<file path="src/rtl/tt_pkg.sv">
// Shared types and helpers for the truth-table sweeper.
package tt_pkg;

  typedef enum logic [1:0] {
    IDLE = 2'd0,
    RUN  = 2'd1,
    FIN  = 2'd2
  } state_e;

  // Widest pattern the sweeper supports; gray() works on this width.
  localparam int GRAY_W = 8;

  function automatic int n_pat(input int n_in);
    return 1 << n_in;
  endfunction

  // Counter width able to hold 0..n-1, never less than one bit.
  function automatic int cnt_w(input int n);
    return (n <= 2) ? 1 : $clog2(n);
  endfunction

  function automatic logic [GRAY_W-1:0] gray(input logic [GRAY_W-1:0] x);
    return x ^ (x >> 1);
  endfunction

endpackage

</file>
<file path="src/rtl/tt_hold_timer.sv">
// Counts the clocks a pattern has been held; flags the last hold cycle.
module tt_hold_timer
  import tt_pkg::*;
#(
  parameter int HOLD = 10
) (
  input  logic clk,
  input  logic rst,
  input  logic clr_i,
  input  logic en_i,
  output logic last_o
);

  localparam int W = cnt_w(HOLD);
  localparam logic [W-1:0] LAST = W'(HOLD - 1);

  logic [W-1:0] hold_q, hold_d;

  assign last_o = (hold_q == LAST);

  always_comb begin
    hold_d = hold_q;
    if (clr_i || (en_i && last_o)) hold_d = '0;
    else if (en_i)                 hold_d = hold_q + 1'b1;
  end

  always_ff @(posedge clk) begin
    if (rst) hold_q <= '0;
    else     hold_q <= hold_d;
  end

endmodule

</file>
<file path="src/rtl/tt_sweeper.sv">
// Exhaustive truth-table sweeper: drives every N_IN-bit pattern for HOLD clocks
// and captures the DUT response into table_out. Define SWEEP_GRAY_EN for Gray order.
module tt_sweeper
  import tt_pkg::*;
#(
  parameter int N_IN  = 3,
  parameter int N_OUT = 1,
  parameter int HOLD  = 10
) (
  input  logic                        clk,
  input  logic                        rst,
  input  logic                        start,
  input  logic [N_OUT-1:0]            dut_resp,
  output logic [N_IN-1:0]             pat_out,
  output logic                        busy,
  output logic                        sample,
  output logic                        done,
  output logic [N_OUT*(2**N_IN)-1:0]  table_out
);

  localparam int N_PAT = n_pat(N_IN);
  localparam int TBL_W = N_OUT * N_PAT;
  localparam logic [N_IN-1:0] LAST_STEP = N_IN'(N_PAT - 1);

  state_e            state_q, state_d;
  logic [N_IN-1:0]   step_q, step_d;
  logic [TBL_W-1:0]  table_q, table_d;
  logic              run, last, accept;

  assign run    = (state_q == RUN);
  assign accept = (state_q == IDLE) && start;

  tt_hold_timer #(.HOLD(HOLD)) u_timer (
    .clk    (clk),
    .rst    (rst),
    .clr_i  (accept),
    .en_i   (run),
    .last_o (last)
  );

`ifdef SWEEP_GRAY_EN
  assign pat_out = N_IN'(gray(GRAY_W'(step_q)));
`else
  assign pat_out = step_q;
`endif

  assign busy      = run;
  assign sample    = run && last;
  assign done      = (state_q == FIN);
  assign table_out = table_q;

  always_comb begin
    state_d = state_q;
    step_d  = step_q;
    table_d = table_q;
    case (state_q)
      IDLE: begin
        if (start) begin
          state_d = RUN;
          step_d  = '0;
          table_d = '0;
        end
      end
      RUN: begin
        if (last) begin
          // Row is addressed by the pattern value, so Gray order lands in the same slots.
          table_d[int'(pat_out)*N_OUT +: N_OUT] = dut_resp;
          if (step_q == LAST_STEP) begin
            state_d = FIN;
            step_d  = '0;
          end else begin
            step_d  = step_q + 1'b1;
          end
        end
      end
      FIN:     state_d = IDLE;
      default: state_d = IDLE;
    endcase
  end

  always_ff @(posedge clk) begin
    if (rst) begin
      state_q <= IDLE;
      step_q  <= '0;
      table_q <= '0;
    end else begin
      state_q <= state_d;
      step_q  <= step_d;
      table_q <= table_d;
    end
  end

endmodule

</file>
<file path="config.mk">
export PLATFORM = sky130hd
export DESIGN_NAME = tt_sweeper
export DESIGN_NICKNAME = d
export VERILOG_FILES = /design/src/rtl/tt_pkg.sv /design/src/rtl/tt_hold_timer.sv /design/src/rtl/tt_sweeper.sv
export SDC_FILE = /design/constraint.sdc
export NUM_CORES = 1
export LEC_CHECK = 0
export ABC_AREA = 1
export CORE_UTILIZATION = 50
export CTS_BUF_LIST = sky130_fd_sc_hd__clkbuf_16
export CTS_CLUSTER_SIZE = 30
export DETAILED_ROUTE_END_ITERATION = 8
export PLACE_DENSITY = 0.74
export SLEW_MARGIN = 5
export SYNTH_ARGS = -nofsm -noshare
export SYNTH_HDL_FRONTEND = slang
export SYNTH_SLANG_ARGS = --single-unit
</file>
<file path="constraint.sdc">
create_clock -name clk -period 4.2 [get_ports clk]
set_input_delay 0.84 -clock clk [delete_from_list [all_inputs] [get_ports clk]]
set_output_delay 0.84 -clock clk [all_outputs]
set_load 0.05 [all_outputs]
</file>
==> metrics.txt <==
pin count of the biggest net entering global routing=15; grt total ovfl=0; # Post-CTS Setup Buffers=0; crit-path cells=inv_1, nand2_2, inv_1, clkdlybuf4s50_1; layout net count=about 160; Area contributors post-synth=dfxtp_1 35%, nand2_1 8.4%, ha_1 7.7%; first-pass GRT wire length=roughly 3200 um; Synth Flop Type=dfxtp_1; routability congestion estimate=0.856; WP data arrival=around 2.0 ns; Slew Viols, Final=0; Resized Gates After CTS=0; worst setup path start=state_q[1]; Max-Cap Viols=0; Setup Viol. Count Final=0; hold_ws=about 0.46 ns; Clock Path Buffers=2; slew margin rel.=about two thirds; Top Family by Delay on Critical Path=buffers and inverters; initial core utilization=about 55%; crit path max fanout=14; Startpoint Class=register; unrepaired setup endpoints after global routing=no; setup slack, reg-to-reg=roughly 2.3 ns; R2R depth=9; post-synthesis mux area share=0%; Tot Pwr=roughly 450 uW; Die Ht=roughly 46 um; PD cells=369 nW/um^2; H-tree depth=1; clk_skew=0.00299 ns; Synth Instances=approximately 130; syn nets=about 140; Ports=18; Worst Hold Class=register to register; Wirelength per Cell=~12 um; Worst EP required=approximately 3.4 ns; Core Util, Final=69.1%; CTS tree=yes; FFs w/ async S/R, synth=0%; 1st-pass router iterations=5; area leader, netlist=dfxtp_1; initial antenna violation count=0; crit path capture=busy; Least-Margin Pin Slew=between 0.4 and 0.5 ns; Num Clock Sinks=17; Post-synth EDFFs=0; ratio of cells with drive above 1 in the final layout=roughly a tenth; Max stage delay on crit path=between 0.8 and 0.9 ns; syn_area_per_cell=7.38 um^2; detailed-route via count=953; reg2reg end=table_out[0]; fraction of the yosys area taken by sequential cells=34.7%; Core Area=roughly 1800 um^2; Iteration-0 DRC Markers=28; status=finished, final reports clean; endpoints failing hold=0; Multi-input gate area=556 um^2; Yosys warnings=0; post-DP HPWL=about 1500 um; r2r startpoint=pat_out[0]; Post-Synth XOR/XNOR Area=around 2.7%; Tmin final=between 2 and 3 ns; port bufs=17; Clock Latency Late Sink=0.25 ns; detailed-route DRC error count=0; Die X=between 40 and 50 um; crit-path most repeated cell=inv_1; Synth top area share=a little over a third; most common cell in the synthesized netlist=nand2_1; number of antenna diodes=0; Yosys reg bits=17; post-synthesis simple-gate area fraction=roughly 30%; row cnt=15; WP buf/inv=3; synthesis-to-layout area growth=25.6%; Storage cell area=340 um^2; CTS Buf Count=3; fmax=0.348 GHz; clock-pin slew on the worst setup and hold paths=~0.05 ns; stages on the worst setup path=4; fillers=around 150; Fin Setup TNS=0 ns; P_leak=roughly 0.00047 uW; Root Buffer=clkbuf_16; main combinational cell family by area after synthesis=simple AND/OR/NAND/NOR gates; synthesized-area fraction occupied by adder cells=under 10%; Yosys cell types=26; crit end category=output port; Crit Path Class=register to output port; compound-gate portion of the synthesized area=~17%; critical path's slowest cell=clkdlybuf4s50_1; final period utilization=between 60% and 70%; gr usage total=21.0%; routed wire length=about 2000 um; ANT nets after route=0; top cells by count, synth=22 x nand2_1, 17 x dfxtp_1, 13 x inv_1, 13 x nand3_1, 13 x nor2_1; DR vias/cell=5.45; hold buffer count at cts=0; VDD IR-drop max=roughly 270 uV; Die Area=roughly 2100 um^2; vias in the first global route=around 740; Post-Syn Area=about 1000 um^2
[power breakdown]
part           switching, uW  leakage [uW]  internal [uW]
logic                   68.1      0.000291           29.0
registers               5.05      0.000138            167
clock network           59.1     0.0000423            126
total                    132      0.000471            322
[worst reg2reg max path: stages (launching register included)]
cell     delay (ns)
dfxtp_1        0.38
inv_2          0.10
ha_1           0.21
ha_1           0.37
inv_1          0.22
nand3_1        0.14
o21ai_1        0.13
nand2_1        0.06
nand2_1        0.07
a21oi_1        0.05
[cell type report]
type                    count  share of cell area (%)
inverters                  15                    4.57
clock buffers               3                    6.09
well taps                  25                    2.54
repair buffers             17                    13.8
multi-input cells          97                    45.1
flip-flops and latches     17                    27.6
clock inverters             1                   0.305
[how the worst min path moves through the flow]
stage / cells past startpoint / from / end / slack (ns)
2_1_floorplan: 2 / u_timer.hold_q[1] / u_timer.hold_q[1] / 0.47
3_3_place_gp: 2 / table_out[1] / table_out[1] / 0.45
3_5_place_dp: 2 / table_out[0] / table_out[0] / 0.46
4_1_cts: 2 / table_out[0] / table_out[0] / 0.47
5_1_grt: 2 / table_out[6] / table_out[6] / 0.48
6_report: 2 / table_out[0] / table_out[0] / 0.46
[through the flow]
| stage | cell area, um^2 | worst slack (ns) | instances |
|---|---|---|---|
| 2_1_floorplan | 981 | 2.16 | 133 |
| 3_3_place_gp | 1150 | 1.65 | 171 |
| 3_5_place_dp | 1150 | 1.61 | 171 |
| 4_1_cts | 1230 | 1.35 | 175 |
| 5_1_grt | 1230 | 1.22 | 175 |
| 6_report | 1230 | 1.33 | 175 |
[placed cells by master, fill, tap and decap left out]
| master | instances |
|---|---|
| nand2_1 | 22 |
| clkdlybuf4s50_1 | 17 |
| dfxtp_1 | 17 |
| inv_1 | 14 |
| nor2_1 | 13 |
| nand3_1 | 13 |
| a21oi_1 | 6 |
| ha_1 | 6 |
| o21ai_0 | 5 |
| nand4_1 | 4 |
| o21ai_1 | 4 |
| nor3_1 | 4 |
| nand2_2 | 3 |
| a21oi_2 | 3 |
| a31oi_1 | 3 |
| xor2_1 | 3 |
| clkbuf_16 | 3 |
| inv_2 | 2 |
| nor2_2 | 2 |
| o21bai_1 | 2 |
| o21ai_4 | 1 |
| nor2_4 | 1 |
| a211oi_2 | 1 |
| or2_1 | 1 |
[cells by family (layout without fill, tap and decap cells)]
kind of cell / Yosys count / count (layout)
and+or+nand+nor: 63 / 63
AOI/OAI and AO/OA: 25 / 25
buffers and inverters: 19 / 36
DFF: 17 / 17
adders and majority gates: 6 / 6
xor gates and xnor gates: 3 / 3
[state kept, by name, indices dropped and copies added (netlist names)]
signal	count
table_out	8
pat_out	3
u_timer.hold_q	4
state_q	2
[layer usage]
metal | vias to the layer above | GRT usage, % | part of all wire (%)
met4 | 0 | 12.4 | 2.3
li1 | 475 | - | -
met1 | 439 | 29.3 | 48
met5 | - | 0 | 0
met3 | 7 | 3.92 | 5.7
met2 | 32 | 29.6 | 44
(Power assumes the default switching activity.)
